$ cat src/rtl/mac_ctrl_pkg.sv
// Shared encodings for the MAC array sequencer: FSM states, array
// instruction opcodes and job modes.
package mac_ctrl_pkg;

  typedef enum logic [2:0] {
    ST_IDLE   = 3'd0,
    ST_KLOAD  = 3'd1,
    ST_KFLUSH = 3'd2,
    ST_EXEC   = 3'd3,
    ST_DRAIN  = 3'd4,
    ST_DONE   = 3'd5
  } state_t;

  localparam logic [1:0] INST_NOP   = 2'b00;
  localparam logic [1:0] INST_KLOAD = 2'b01;
  localparam logic [1:0] INST_EXEC  = 2'b10;

  localparam logic MODE_WS = 1'b0;
  localparam logic MODE_OS = 1'b1;

endpackage

$ cat src/rtl/mac_array_ctrl_l0_issue_ctr.sv
// Gated L0 read issue with a target count, plus the instruction register
// that lines inst_w up with the L0 read data one cycle after each read.
module l0_issue_ctr
  import mac_ctrl_pkg::*;
#(
  parameter int cnt_bw = 8
) (
  input  logic              clk,
  input  logic              reset,
  input  logic              en,
  input  logic              l0_empty,
  input  logic [cnt_bw-1:0] target,
  input  logic [1:0]        opcode,
  output logic              rd,
  output logic              last,
  output logic [1:0]        inst_w
);

  localparam logic [cnt_bw-1:0] one = {{(cnt_bw-1){1'b0}}, 1'b1};

  logic [cnt_bw-1:0] count;

  // Read only when L0 has data and the phase target is not yet reached.
  // NOTE: every always_comb output gets a value on every path; a missing
  // branch would infer a latch.
  always_comb begin
    rd   = en && !l0_empty && (count < target);
    last = rd && (count == target - one);
  end

  // Issue counter restarts whenever issuing is disabled; inst_w follows rd by one cycle.
  // NOTE: state registers use non-blocking assignments so every flop samples
  // pre-edge values regardless of statement order.
  always_ff @(posedge clk or posedge reset) begin
    if (reset) begin
      count  <= '0;
      inst_w <= INST_NOP;
    end else begin
      if (!en)     count <= '0;
      else if (rd) count <= count + one;
      inst_w <= rd ? opcode : INST_NOP;
    end
  end

endmodule

$ cat src/rtl/mac_array_ctrl.sv
// Job sequencer for the MAC array: kernel load, flush, execute and drain
// phases, driving the L0 read strobe and the array instruction/mode inputs.
module mac_array_ctrl
  import mac_ctrl_pkg::*;
#(
  parameter int row       = 8,
  parameter int col       = 8,
  parameter int cnt_bw    = 8,
  parameter int flush_cyc = row + col
) (
  input  logic              clk,
  input  logic              reset,
  input  logic              start,
  input  logic              mode_in,
  input  logic [cnt_bw-1:0] num_vec,
  input  logic              l0_empty,
  output logic              l0_rd,
  output logic [1:0]        inst_w,
  output logic              mode,
  input  logic              out_valid,
  output logic              busy,
  output logic              done,
  output logic [2:0]        phase
);

  localparam int fw = $clog2(flush_cyc + 1);
  localparam logic [fw-1:0]     flush_last = fw'(flush_cyc - 1);
  localparam logic [cnt_bw-1:0] col_cnt    = cnt_bw'(col);
  localparam logic [cnt_bw-1:0] one        = {{(cnt_bw-1){1'b0}}, 1'b1};

  state_t            state;
  logic [cnt_bw-1:0] num_vec_q;
  logic [cnt_bw-1:0] out_count;
  logic [fw-1:0]     flush_cnt;

  logic              issue_en;
  logic              issue_last;
  logic [cnt_bw-1:0] issue_target;
  logic [1:0]        issue_op;
  logic              out_hit;

  // One issue counter serves both load and execute phases.
  always_comb begin
    issue_en     = (state == ST_KLOAD) || (state == ST_EXEC);
    issue_target = (state == ST_KLOAD) ? col_cnt : num_vec_q;
    issue_op     = (state == ST_KLOAD) ? INST_KLOAD : INST_EXEC;
    // Drain completes on the cycle the last output arrives, not one later.
    out_hit      = (out_count == num_vec_q) ||
                   (out_valid && (out_count == num_vec_q - one));
  end

  l0_issue_ctr #(.cnt_bw(cnt_bw)) u_issue (
    .clk      (clk),
    .reset    (reset),
    .en       (issue_en),
    .l0_empty (l0_empty),
    .target   (issue_target),
    .opcode   (issue_op),
    .rd       (l0_rd),
    .last     (issue_last),
    .inst_w   (inst_w)
  );

  assign phase = state;

  // Job FSM with registered mode/busy/done and saturating output counter.
  always_ff @(posedge clk or posedge reset) begin
    if (reset) begin
      state     <= ST_IDLE;
      mode      <= MODE_WS;
      num_vec_q <= '0;
      out_count <= '0;
      flush_cnt <= '0;
      busy      <= 1'b0;
      done      <= 1'b0;
    end else begin
      done <= 1'b0;

      if ((state == ST_EXEC || state == ST_DRAIN) && out_valid &&
          (out_count != num_vec_q))
        out_count <= out_count + one;

      case (state)
        ST_IDLE: begin
          if (start) begin
            mode      <= mode_in;
            num_vec_q <= num_vec;
            out_count <= '0;
            flush_cnt <= '0;
            busy      <= 1'b1;
            if (num_vec == '0) begin
              state <= ST_DONE;
              done  <= 1'b1;
            end else if (mode_in == MODE_OS) begin
              state <= ST_EXEC;
            end else begin
              state <= ST_KLOAD;
            end
          end
        end
        ST_KLOAD: begin
          if (issue_last) begin
            state     <= ST_KFLUSH;
            flush_cnt <= '0;
          end
        end
        ST_KFLUSH: begin
          if (flush_cnt == flush_last) state <= ST_EXEC;
          else                         flush_cnt <= flush_cnt + 1'b1;
        end
        ST_EXEC: begin
          if (issue_last) state <= ST_DRAIN;
        end
        ST_DRAIN: begin
          if (out_hit) begin
            state <= ST_DONE;
            done  <= 1'b1;
          end
        end
        ST_DONE: begin
          state <= ST_IDLE;
          busy  <= 1'b0;
        end
        default: state <= ST_IDLE;
      endcase
    end
  end

endmodule

$ cat config.mk
export PLATFORM = sky130hd
export DESIGN_NAME = mac_array_ctrl
export DESIGN_NICKNAME = d
export VERILOG_FILES = /design/src/rtl/mac_ctrl_pkg.sv /design/src/rtl/mac_array_ctrl_l0_issue_ctr.sv /design/src/rtl/mac_array_ctrl.sv
export SDC_FILE = /design/constraint.sdc
export NUM_CORES = 1
export LEC_CHECK = 0
export BUFFER_PORTS_ARGS = -buffer_cell sky130_fd_sc_hd__buf_2
export CAP_MARGIN = 20
export CORE_UTILIZATION = 50
export DETAILED_ROUTE_END_ITERATION = 16
export GPL_ROUTABILITY_DRIVEN = 0
export PLACE_DENSITY = 0.69
export SKIP_LAST_GASP = 1
export SLEW_MARGIN = 20
export SYNTH_ARGS = -nofsm -noshare
export SYNTH_HDL_FRONTEND = slang
export SYNTH_SLANG_ARGS = --single-unit
export TNS_END_PERCENT = 1
$ cat constraint.sdc
create_clock -name clk -period 7.48 [get_ports clk]
set_input_delay 0.748 -clock clk [delete_from_list [all_inputs] [get_ports clk]]
set_output_delay 0.748 -clock clk [all_outputs]
set_load 0.01 [all_outputs]
==> metrics, run 1 <==
Layout Skew 0.0127 ns; worst hold start mode; Ys Warns 0; Initial Utilization 0.523; end of the worst register-to-register path flush_cnt[2]; Worst setup SP type flop; Slew headroom 0.442; FP Rows 26; Std-Cell Core Area 0.00517 mm^2; delay-heaviest family, CP simple AND/OR/NAND/NOR gates; Max Cap Viol 0; Avg Synthesized Cell Area 9.11 um^2; Layout area overhead 7.81%; Die ar. 0.00571 mm^2; number of synthesized flops with an enable pin 0; CP max stage cell or3b_1; most frequent cells in the layout dfrtp_1 (37), nor2_1 (23), nand2_1 (23), buf_2 (22), xor2_1 (20); leak pwr 1.29 nW; RR Startpoint phase[1]; layout cells sized above 1 0.167; CP Max Fanout 15; CP arrival 2.97 ns; #FFs+latches synth 37; Reg2Reg Setup Slack 3.91 ns; pin count of the biggest net entering global routing 38; Reg2Reg Depth 9; RSZ-0062 raised after global routing no; CTS buffer count 5; Post-Route Setup TNS 0 ns; Post-Syn Area 0.00271 mm^2; Most common cell on crit path nand2_1; CTS Sinks 37; cts hold-fix bufs 0; CTS tree done; PortBufs 22; drt via density 5.92; nets 339; final hold vios 0; DRT iter0 DRCs 133; post-synthesis net count 325; first-pass GRT wire length 10200 um; IO Count 23; most common cell after layout, fill and taps aside dfrtp_1; max-slew violations 0; Worst VDD drop 190 uV; grt total ovfl 0; DRC Markers 0; Mapped Cells 297; crit path kind flop to primary output; fin crit period 3.71 ns; mean routed wirelength per cell 16.0 um; Tcrit/Tclk final 0.497; CP endpoint kind primary output; Routed WL 6120 um; Seq/Total Area, Yosys 0.342; ant diodes 0; status finished clean; Req. time, crit path 6.73 ns; Worst Setup SP phase[1]; Async SR Flop Fraction 1.00; Critical Path End l0_rd; unique cell type count in the Yosys netlist 61; antenna-violating nets left 0; most frequently used flop master after synthesis dfrtp_1; drt pass-1 iters 4; max incr delay on CP 0.61 ns; Fmax 269 MHz; clock root cell clkbuf_8; setup bufs post-CTS 0; Detail Placement HPWL 4450 um; Clk Latency, worst-skew pair 0.29 ns; GRT Total Usage 0.237; worst-margin pin slew 0.837 ns; cell count along the critical path 7; worst hold path type flop to flop; Power Dens Cells 378 mW/mm^2; initial antenna violation count 0; total power draw 0.00110 W; chip width 75.6 um; # setup viols final 0; clk buf depth 2; number of global-route vias before repair 2130; clock slew at reported path FFs 0.08 ns; CP Cell Sequence or3b_1 -> nand2_1 -> ha_1 -> a2111oi_4 -> nand2_1 -> inv_1 -> buf_2; Worst Path Buf+Inv 2; # H-tree levels 2; Via Count 2255; Die Height 75.6 um; post-CTS sizing 0
-- cell type report --
class	instances	area (um^2)
Tap cell	70	87.6
Timing Repair Buffer	23	118
Fill cell	459	2250
Multi-Input combinational cell	227	1640
Sequential cell	37	926
Clock buffer	7	86.3
Inverter	17	63.8
-- per-layer routing --
layer	GRT usage	vias to the layer above	share of wire
met5	0	-	0
met4	0.0658	0	0.010
met3	0.0582	8	0.046
met2	0.366	48	0.46
met1	0.333	1088	0.49
li1	-	1111	-
-- worst min path at each step --
stage	endpoint	slack [ns]	depth (start not counted)
2_1_floorplan	flush_cnt[4]	0.47	1
3_3_place_gp	flush_cnt[4]	0.49	1
3_5_place_dp	mode	0.50	1
4_1_cts	mode	0.52	1
5_1_grt	flush_cnt[4]	0.54	1
6_report	mode	0.51	1
-- flip-flops by register name, summed over array words and instances, names as in the netlist, 2 cells and up --
| name | flops |
|---|---|
| out_count | 8 |
| u_issue.inst_w | 2 |
| num_vec_q | 8 |
| phase | 3 |
| u_issue.count | 8 |
| flush_cnt | 5 |
-- synth_stat cells (all sizes together), types with 2 or more instances --
| cell | number | area share |
|---|---|---|
| clkbuf | 9 | 0.012 |
| ha | 14 | 0.065 |
| nor4 | 9 | 0.023 |
| o21a | 3 | 0.0083 |
| o21ai | 12 | 0.022 |
| mux2 | 7 | 0.029 |
| nand3 | 5 | 0.0092 |
| a211o | 3 | 0.010 |
| buf | 7 | 0.017 |
| nand4 | 7 | 0.016 |
| xnor2 | 11 | 0.036 |
| a31o | 2 | 0.0065 |
| nor3b | 2 | 0.0074 |
| dfrtp | 37 | 0.34 |
| o2111ai | 2 | 0.0065 |
| a21oi | 9 | 0.017 |
| and2 | 2 | 0.0046 |
| and4 | 3 | 0.0097 |
| nand2 | 23 | 0.032 |
| a41oi | 2 | 0.0065 |
| xor2 | 20 | 0.065 |
| inv | 17 | 0.024 |
| a22o | 2 | 0.0065 |
| nand2b | 3 | 0.0069 |
| a311oi | 3 | 0.012 |
| nor3 | 10 | 0.018 |
| or3 | 6 | 0.016 |
| a31oi | 3 | 0.0069 |
| nor2b | 3 | 0.0069 |
| a2111oi | 4 | 0.020 |
| o211ai | 3 | 0.0083 |
| nor4b | 2 | 0.0088 |
| o21ba | 2 | 0.0074 |
| and3 | 6 | 0.014 |
| nor2 | 23 | 0.032 |
| mux2i | 2 | 0.0074 |
| a211oi | 5 | 0.016 |
| or2 | 2 | 0.0046 |
-- cell families after synthesis --
logic type | share of synthesized area
muxes | 0.0365
adders and majority gates | 0.0647
AOI/OAI and AO/OA | 0.176
xor gates and xnor gates | 0.100
DFF | 0.342
and+or+nand+nor | 0.227
buffers and inverters | 0.0532
-- worst reg2reg max path, stage by stage (launching register included) --
cell,delay [ns]
dfrtp_1,0.54
or3b_1,0.61
nand2_1,0.18
ha_1,0.33
nor4bb_1,0.29
nor4_1,0.10
xor2_1,0.18
nor4b_2,0.49
a41oi_1,0.31
a221o_1,0.43
-- per-stage QoR --
stage	instance area (um^2)	std cells	setup WS, ns	util	hold WS (ns)
detailed placement	2830	374	4.03	0.547	0.498
finish	2920	381	3.77	0.564	0.511
floorplan	2710	297	4.38	-	0.473
global route	2920	381	3.57	0.564	0.544
CTS	2920	381	3.79	0.564	0.516
global placement	2830	374	4.13	0.547	0.490
-- power by group --
part	switching, W	total, W	internal (W)
Clock	0.0000723	0.000146	0.0000733
Sequential	0.000135	0.000397	0.000263
Combinational	0.000296	0.000560	0.000264
No activity file was read; power rests on OpenSTA's default activity.
==> run 2, diff against run 1 <==
ABC_AREA = 1   (was not set)
PLACE_DENSITY = 0.71   (was 0.69)
clock period = 3.2 ns   (was 7.48 ns; I/O delays follow)
==> run 2 against run 1 <==
Net effect: critical path depth grew 3; critical path type unchanged; setup slack worse by 3.4 ns; sequential power is 110% higher; first-iteration DRC count is 29% higher; core utilization up 0.92 points; synthesized area stayed put; synthesized cell count grew 34%; global-route usage increased by 0.26 points; sequential cell count stayed put; critical endpoint unchanged; die area unchanged; sequential share of layout area shrank 0.51 points.
==> metrics, run 2 <==
status finished clean (unchanged); Max Cap Viol 0 (unchanged); first-pass GRT wire length 10300 um (was 10200 um); worst-margin pin slew 0.777 ns (was 0.837 ns); RSZ-0062 raised after global routing no (unchanged); DRT iter0 DRCs 171 (was 133); FF+latch area 926 um^2 (unchanged); clk buf depth 2 (unchanged); ant diodes 0 (unchanged); most common cell in the netlist nand2_1 (was dfrtp_1); Layout Skew 0.00991 ns (was 0.0127 ns); Area contributors post-synth dfrtp_1 (34%), nand2_1 (17%), inv_1 (8.2%) (was dfrtp_1 (34%), ha_1 (6.5%), xor2_1 (6.5%)); CP Cell Sequence inv_2 -> nand3_4 -> nand2_1 -> ha_1 -> a21oi_1 -> o21ai_0 -> nand2_1 -> nand4_1 -> clkinv_2 -> buf_2 (was or3b_1 -> nand2_1 -> ha_1 -> a2111oi_4 -> nand2_1 -> inv_1 -> buf_2); IO Count 23 (unchanged); Async SR Flop Fraction 1.00 (unchanged); antenna-violating nets left 0 (unchanged); drt via density 5.14 (was 5.92); # setup viols final 0 (unchanged); number of global-route vias before repair 2220 (was 2130); pin count of the biggest net entering global routing 38 (unchanged); Req. time, crit path 2.88 ns (was 6.73 ns); max incr delay on CP 0.50 ns (was 0.61 ns); PortBufs 22 (unchanged); clock slew at reported path FFs 0.08 ns (about the same); Yosys top cell area share 0.342 (unchanged); Seq/Total Area, Yosys 0.342 (unchanged); # fillers 517 (was 459); Largest regs num_vec_q: 8 flops, out_count: 8 flops, u_issue.count: 8 flops (unchanged); CTS tree done (unchanged); synth cell count leaders nand2_1 (125), inv_1 (59), dfrtp_1 (37) (was dfrtp_1 (37), nand2_1 (23), nor2_1 (23)); cell count along the critical path 10 (was 7); most frequently used flop master after synthesis dfrtp_1 (unchanged); #FFs+latches synth 37 (unchanged); post-CTS sizing 0 (unchanged); RR Startpoint phase[2] (was phase[1]); setup bufs post-CTS 0 (unchanged); Layout area overhead 9.57% (was 7.81%); chip width 75.6 um (unchanged); Die ar. 0.00571 mm^2 (unchanged); Die Height 75.6 um (unchanged); area of the multi-input gates 0.00152 mm^2 (was 0.00164 mm^2); leak pwr 1.55 nW (was 1.29 nW); DRC Markers 0 (unchanged); unique cell type count in the Yosys netlist 29 (was 61); Std-Cell Core Area 0.00517 mm^2 (unchanged); Most common cell on crit path nand2_1 (unchanged); Via Count 2543 (was 2255); worst hold path type input port to async pin (was flop to flop); utilization after layout 0.573 (was 0.564); cts hold-fix bufs 0 (unchanged); initial antenna violation count 0 (unchanged); layout cells sized above 1 0.115 (was 0.167); final hold vios 0 (unchanged); Mapped Cells 399 (was 297); crit path kind flop to primary output (unchanged); mean routed wirelength per cell 12.5 um (was 16.0 um); most common cell after layout, fill and taps aside nand2_1 (was dfrtp_1); clock root cell clkbuf_8 (unchanged); max-slew violations 0 (unchanged); FP Rows 26 (unchanged); Detail Placement HPWL 4720 um (was 4450 um); Initial Utilization 0.523 (unchanged); Tcrit/Tclk final 0.881; Fmax 355 MHz; Worst VDD drop 488 uV (was 190 uV); nets 452 (was 339); drt pass-1 iters 4 (unchanged); Reg2Reg Setup Slack 0.60 ns (was 3.91 ns); Post-Syn Area 0.00271 mm^2 (unchanged); Slew headroom 0.478 (was 0.442); delay-heaviest family, CP simple AND/OR/NAND/NOR gates (unchanged); CTS Sinks 37 (unchanged); GRT Total Usage 0.240 (was 0.237); Clk Latency, worst-skew pair 0.29 ns (about the same); most frequent cells in the layout nand2_1 (125), inv_1 (59), dfrtp_1 (37), nor2_1 (35), o21ai_0 (26) (was dfrtp_1 (37), nor2_1 (23), nand2_1 (23), buf_2 (22), xor2_1 (20)); grt total ovfl 0 (unchanged); Ys Warns 0 (unchanged); Worst Setup SP phase[2] (was phase[1]); Power Dens Cells 885 mW/mm^2 (was 378 mW/mm^2); Post-Route Setup TNS 0 ns (unchanged); Routed WL 6170 um (was 6120 um); Worst Path Buf+Inv 3 (was 2); end of the worst register-to-register path phase[1] (was flush_cnt[2]); CP endpoint kind primary output (unchanged); CP Max Fanout 19 (was 15); Worst setup SP type flop (unchanged); Avg Synthesized Cell Area 6.78 um^2 (was 9.11 um^2); # H-tree levels 2 (unchanged); number of synthesized flops with an enable pin 0 (unchanged); fin crit period 2.82 ns; CP arrival 2.50 ns (was 2.97 ns); CP max stage cell dfrtp_1 (was or3b_1); Reg2Reg Depth 14 (was 9); CTS buffer count 5 (unchanged); Critical Path End l0_rd (unchanged); leading area contributor after synthesis dfrtp_1 (unchanged); post-synthesis net count 427 (was 325)
[run 2: cell count changes after synthesis, sizes merged, moves of 6 or more]
cell | previous run | this run
nand2 | 23 | 130
inv | 17 | 60
nand3 | 5 | 29
o21ai | 12 | 31
nor2 | 23 | 38
xor2 | 20 | 6
clkbuf | 9 | 2
mux2 | 7 | 0
xnor2 | 11 | 4
and3 | 6 | 0
or3 | 6 | 0
[run 2: how the worst min path moves through the flow]
stage                       end  cells after the start  slack [ns]  startpoint
4_1_cts            num_vec_q[3]                      3        0.14       reset
3_3_place_gp   u_issue.count[7]                      3        0.46       reset
2_1_floorplan      out_count[5]                      1        0.40       start
3_5_place_dp   u_issue.count[6]                      3        0.46       reset
6_report           num_vec_q[4]                      3        0.13       reset
5_1_grt            num_vec_q[7]                      3        0.18       reset
[run 2: area by class of cell]
type | instances | share of cell area
Timing Repair Buffer | 23 | 0.0397
Clock buffer | 5 | 0.0232
Sequential cell | 37 | 0.312
Inverter | 61 | 0.0776
Multi-Input combinational cell | 296 | 0.512
Tap cell | 70 | 0.0295
Clock inverter | 3 | 0.00591
[run 2: cell families after synthesis]
group,Yosys count,share of synthesized area
buf+inv,66,0.0971
xor+xnor,10,0.0324
simple gates,224,0.370
compound gates,48,0.0934
flops,37,0.342
fa+ha+maj,14,0.0647
[run 2: metrics by stage]
step / instance area [um^2] / hold slack, ns / total power, W / std cells / setup WS (ns)
detailed placement: 2880 / 0.455 / 0.00229 / 487 / 0.645
global placement: 2880 / 0.455 / 0.00226 / 487 / 0.738
finish: 2970 / 0.126 / 0.00262 / 495 / 0.381
global route: 2970 / 0.175 / 0.00292 / 495 / 0.164
floorplan: 2710 / 0.404 / 0.00197 / 399 / 0.873
CTS: 2970 / 0.139 / 0.00262 / 495 / 0.393
[run 2: layer usage]
| metal | up-vias | part of all wire | GRT usage |
|---|---|---|---|
| li1 | 1328 | - | - |
| met4 | 0 | 0.0076 | 0.0617 |
| met5 | - | 0 | 0 |
| met1 | 1155 | 0.50 | 0.352 |
| met2 | 56 | 0.45 | 0.372 |
| met3 | 4 | 0.043 | 0.0357 |
[run 2: worst min-delay path, delay by kind of cell]
family   cells  cell delay [ns]
buf+inv      3             0.54
[run 2: report_power, final]
part / leakage (nW) / internal [W] / switching, W
clock: 0.0439 / 0.000150 / 0.000176
sequential: 0.478 / 0.000614 / 0.000203
combinational: 1.02 / 0.000514 / 0.000967
==> run 3, diff against run 2 <==
==> constraint.sdc (replaced) <==
create_clock -name clk -period 3.2 [get_ports clk]
set_input_delay 0.32 -clock clk [delete_from_list [all_inputs] [get_ports clk]]
set_output_delay 0.32 -clock clk [all_outputs]
set_load 0.02 [all_outputs]
==> run 3 against run 2 <==
Net effect: sequential power grew 0.6%; die area is the same; non-clock buffer count is the same; sequential share of layout area is the same; sequential cell count is the same; cell count is the same; largest power group unchanged; global-route usage grew 0.30 points.
==> metrics, run 3 (same netlist as run 2, synthesis figures left out) <==
Worst VDD drop 450 uV (was 488 uV); final hold vios 0 (unchanged); worst hold path type input port to async pin (unchanged); leak pwr 1.55 nW (unchanged); worst-margin pin slew 0.851 ns (was 0.777 ns); FF+latch area 926 um^2 (unchanged); # H-tree levels 2 (unchanged); # setup viols final 0 (unchanged); CP arrival 2.52 ns (was 2.50 ns); CP Max Fanout 19 (unchanged); FP Rows 26 (unchanged); area of the multi-input gates 0.00152 mm^2 (unchanged); clock root cell clkbuf_8 (unchanged); Slew headroom 0.432 (was 0.478); Die Height 75.6 um (unchanged); Detail Placement HPWL 4790 um (was 4720 um); grt total ovfl 0 (unchanged); clk buf depth 2 (unchanged); max-slew violations 0 (unchanged); Die ar. 0.00571 mm^2 (unchanged); Routed WL 6260 um (was 6170 um); Largest regs num_vec_q: 8 flops, out_count: 8 flops, u_issue.count: 8 flops (unchanged); layout cells sized above 1 0.115 (unchanged); crit path kind flop to primary output (unchanged); total power draw 0.00267 W (was 0.00262 W); fin crit period 2.84 ns (was 2.82 ns); Reg2Reg Depth 13 (was 14); GRT Total Usage 0.243 (was 0.240); Max Cap Viol 0 (unchanged); Std-Cell Core Area 0.00517 mm^2 (unchanged); CP Cell Sequence inv_2 -> nand3_4 -> nand2_2 -> inv_1 -> ha_1 -> a21oi_1 -> o21ai_0 -> nand2_1 -> nand4_1 -> clkinv_2 -> buf_2 (was inv_2 -> nand3_4 -> nand2_1 -> ha_1 -> a21oi_1 -> o21ai_0 -> nand2_1 -> nand4_1 -> clkinv_2 -> buf_2); pre-CTS WS 0.653 ns (was 0.645 ns); IO Count 23 (unchanged); utilization after layout 0.573 (unchanged); Placed Instances 487 (unchanged); drt pass-1 iters 5 (was 4); Power Dens Cells 899 mW/mm^2 (was 885 mW/mm^2); chip width 75.6 um (unchanged); RR Startpoint phase[2] (unchanged); Worst setup SP type flop (unchanged); pin count of the biggest net entering global routing 23 (was 38); initial antenna violation count 0 (unchanged); Via Count 2590 (was 2543); drt via density 5.23 (was 5.14); # fillers 523 (was 517); setup ws final 0.362 ns (was 0.381 ns); Layout area overhead 9.57% (unchanged); CTS tree done (unchanged); Clk Latency, worst-skew pair 0.29 ns (about the same); post-CTS sizing 0 (unchanged); Layout Skew 0.00908 ns (was 0.00991 ns); nets 452 (unchanged); Non-Filler Instances 495 (unchanged); most frequent cells in the layout nand2_1 (125), inv_1 (59), dfrtp_1 (37), nor2_1 (35), o21ai_0 (26) (unchanged); max incr delay on CP 0.48 ns (was 0.50 ns); CP max stage cell dfrtp_1 (unchanged); end of the worst register-to-register path u_issue.count[5] (was phase[1]); CTS buffer count 5 (unchanged); Initial Utilization 0.523 (unchanged); clock slew at reported path FFs 0.08 ns (about the same); status finished clean (unchanged); Post-Route Setup TNS 0 ns (unchanged); first-pass GRT wire length 10400 um (was 10300 um); Tcrit/Tclk final 0.887 (was 0.881); cts hold-fix bufs 0 (unchanged); ant diodes 0 (unchanged); DRC Markers 0 (unchanged); antenna-violating nets left 0 (unchanged); Fmax 352 MHz (was 355 MHz); CP endpoint kind primary output (unchanged); most common cell after layout, fill and taps aside nand2_1 (unchanged); RSZ-0062 raised after global routing no (unchanged); Reg2Reg Setup Slack 0.58 ns (was 0.60 ns); PortBufs 22 (unchanged); CTS Sinks 37 (unchanged); DRT iter0 DRCs 122 (was 171); setup bufs post-CTS 0 (unchanged); Req. time, crit path 2.88 ns (about the same); mean routed wirelength per cell 12.6 um (was 12.5 um); number of global-route vias before repair 2285 (was 2220)
==> run 3: cell counts in the layout (fill, tap and decap cells not counted) <==
No cell type changed its count.
==> run 3: how the worst max path moves through the flow <==
stage | to | start
CTS | l0_rd | phase[2]
finish | l0_rd | phase[2]
detailed placement | u_issue.count[5] | phase[2]
global placement | phase[1] | phase[2]
floorplan | phase[1] | phase[2]
global route | l0_rd | phase[2]
==> run 3: power breakdown <==
part | leakage, nW | switching [W] | internal, W
Sequential | 0.478 | 0.000208 | 0.000613
Combinational | 1.02 | 0.00100 | 0.000513
Clock | 0.0439 | 0.000179 | 0.000150
Total | 1.55 | 0.00139 | 0.00128
==> run 3: per-stage QoR <==
| stage | area, um^2 | hold slack, ns |
|---|---|---|
| 6_report | 2970 | 0.191 |
| 5_1_grt | 2970 | 0.245 |
| 4_1_cts | 2970 | 0.207 |
| 3_5_place_dp | 2880 | 0.473 |
| 3_3_place_gp | 2880 | 0.460 |
| 2_1_floorplan | 2710 | 0.404 |
==> run 3: area by class of cell <==
| class | count | share of cell area |
|---|---|---|
| Timing Repair Buffer | 23 | 0.0397 |
| Tap cell | 70 | 0.0295 |
| Clock inverter | 3 | 0.00591 |
| Clock buffer | 5 | 0.0232 |
| Inverter | 61 | 0.0776 |
| Multi-Input combinational cell | 296 | 0.512 |
| Sequential cell | 37 | 0.312 |
==> run 3: worst max-delay path: cells and delay by family (launching register included) <==
family	cells	cell delay, ns
flip-flops	1	0.48
AND/OR/NAND/NOR	4	0.69
buffers and inverters	4	0.57
adder cells (fa/ha/maj)	1	0.28
AO/OA/AOI/OAI	2	0.21
==> run 3: layer usage <==
metal	GRT usage	share of wire	up-vias
met2	0.375	0.44	78
met1	0.348	0.49	1168
li1	-	-	1333
met4	0.0720	0.014	0
met3	0.0463	0.058	11
met5	0	0	-
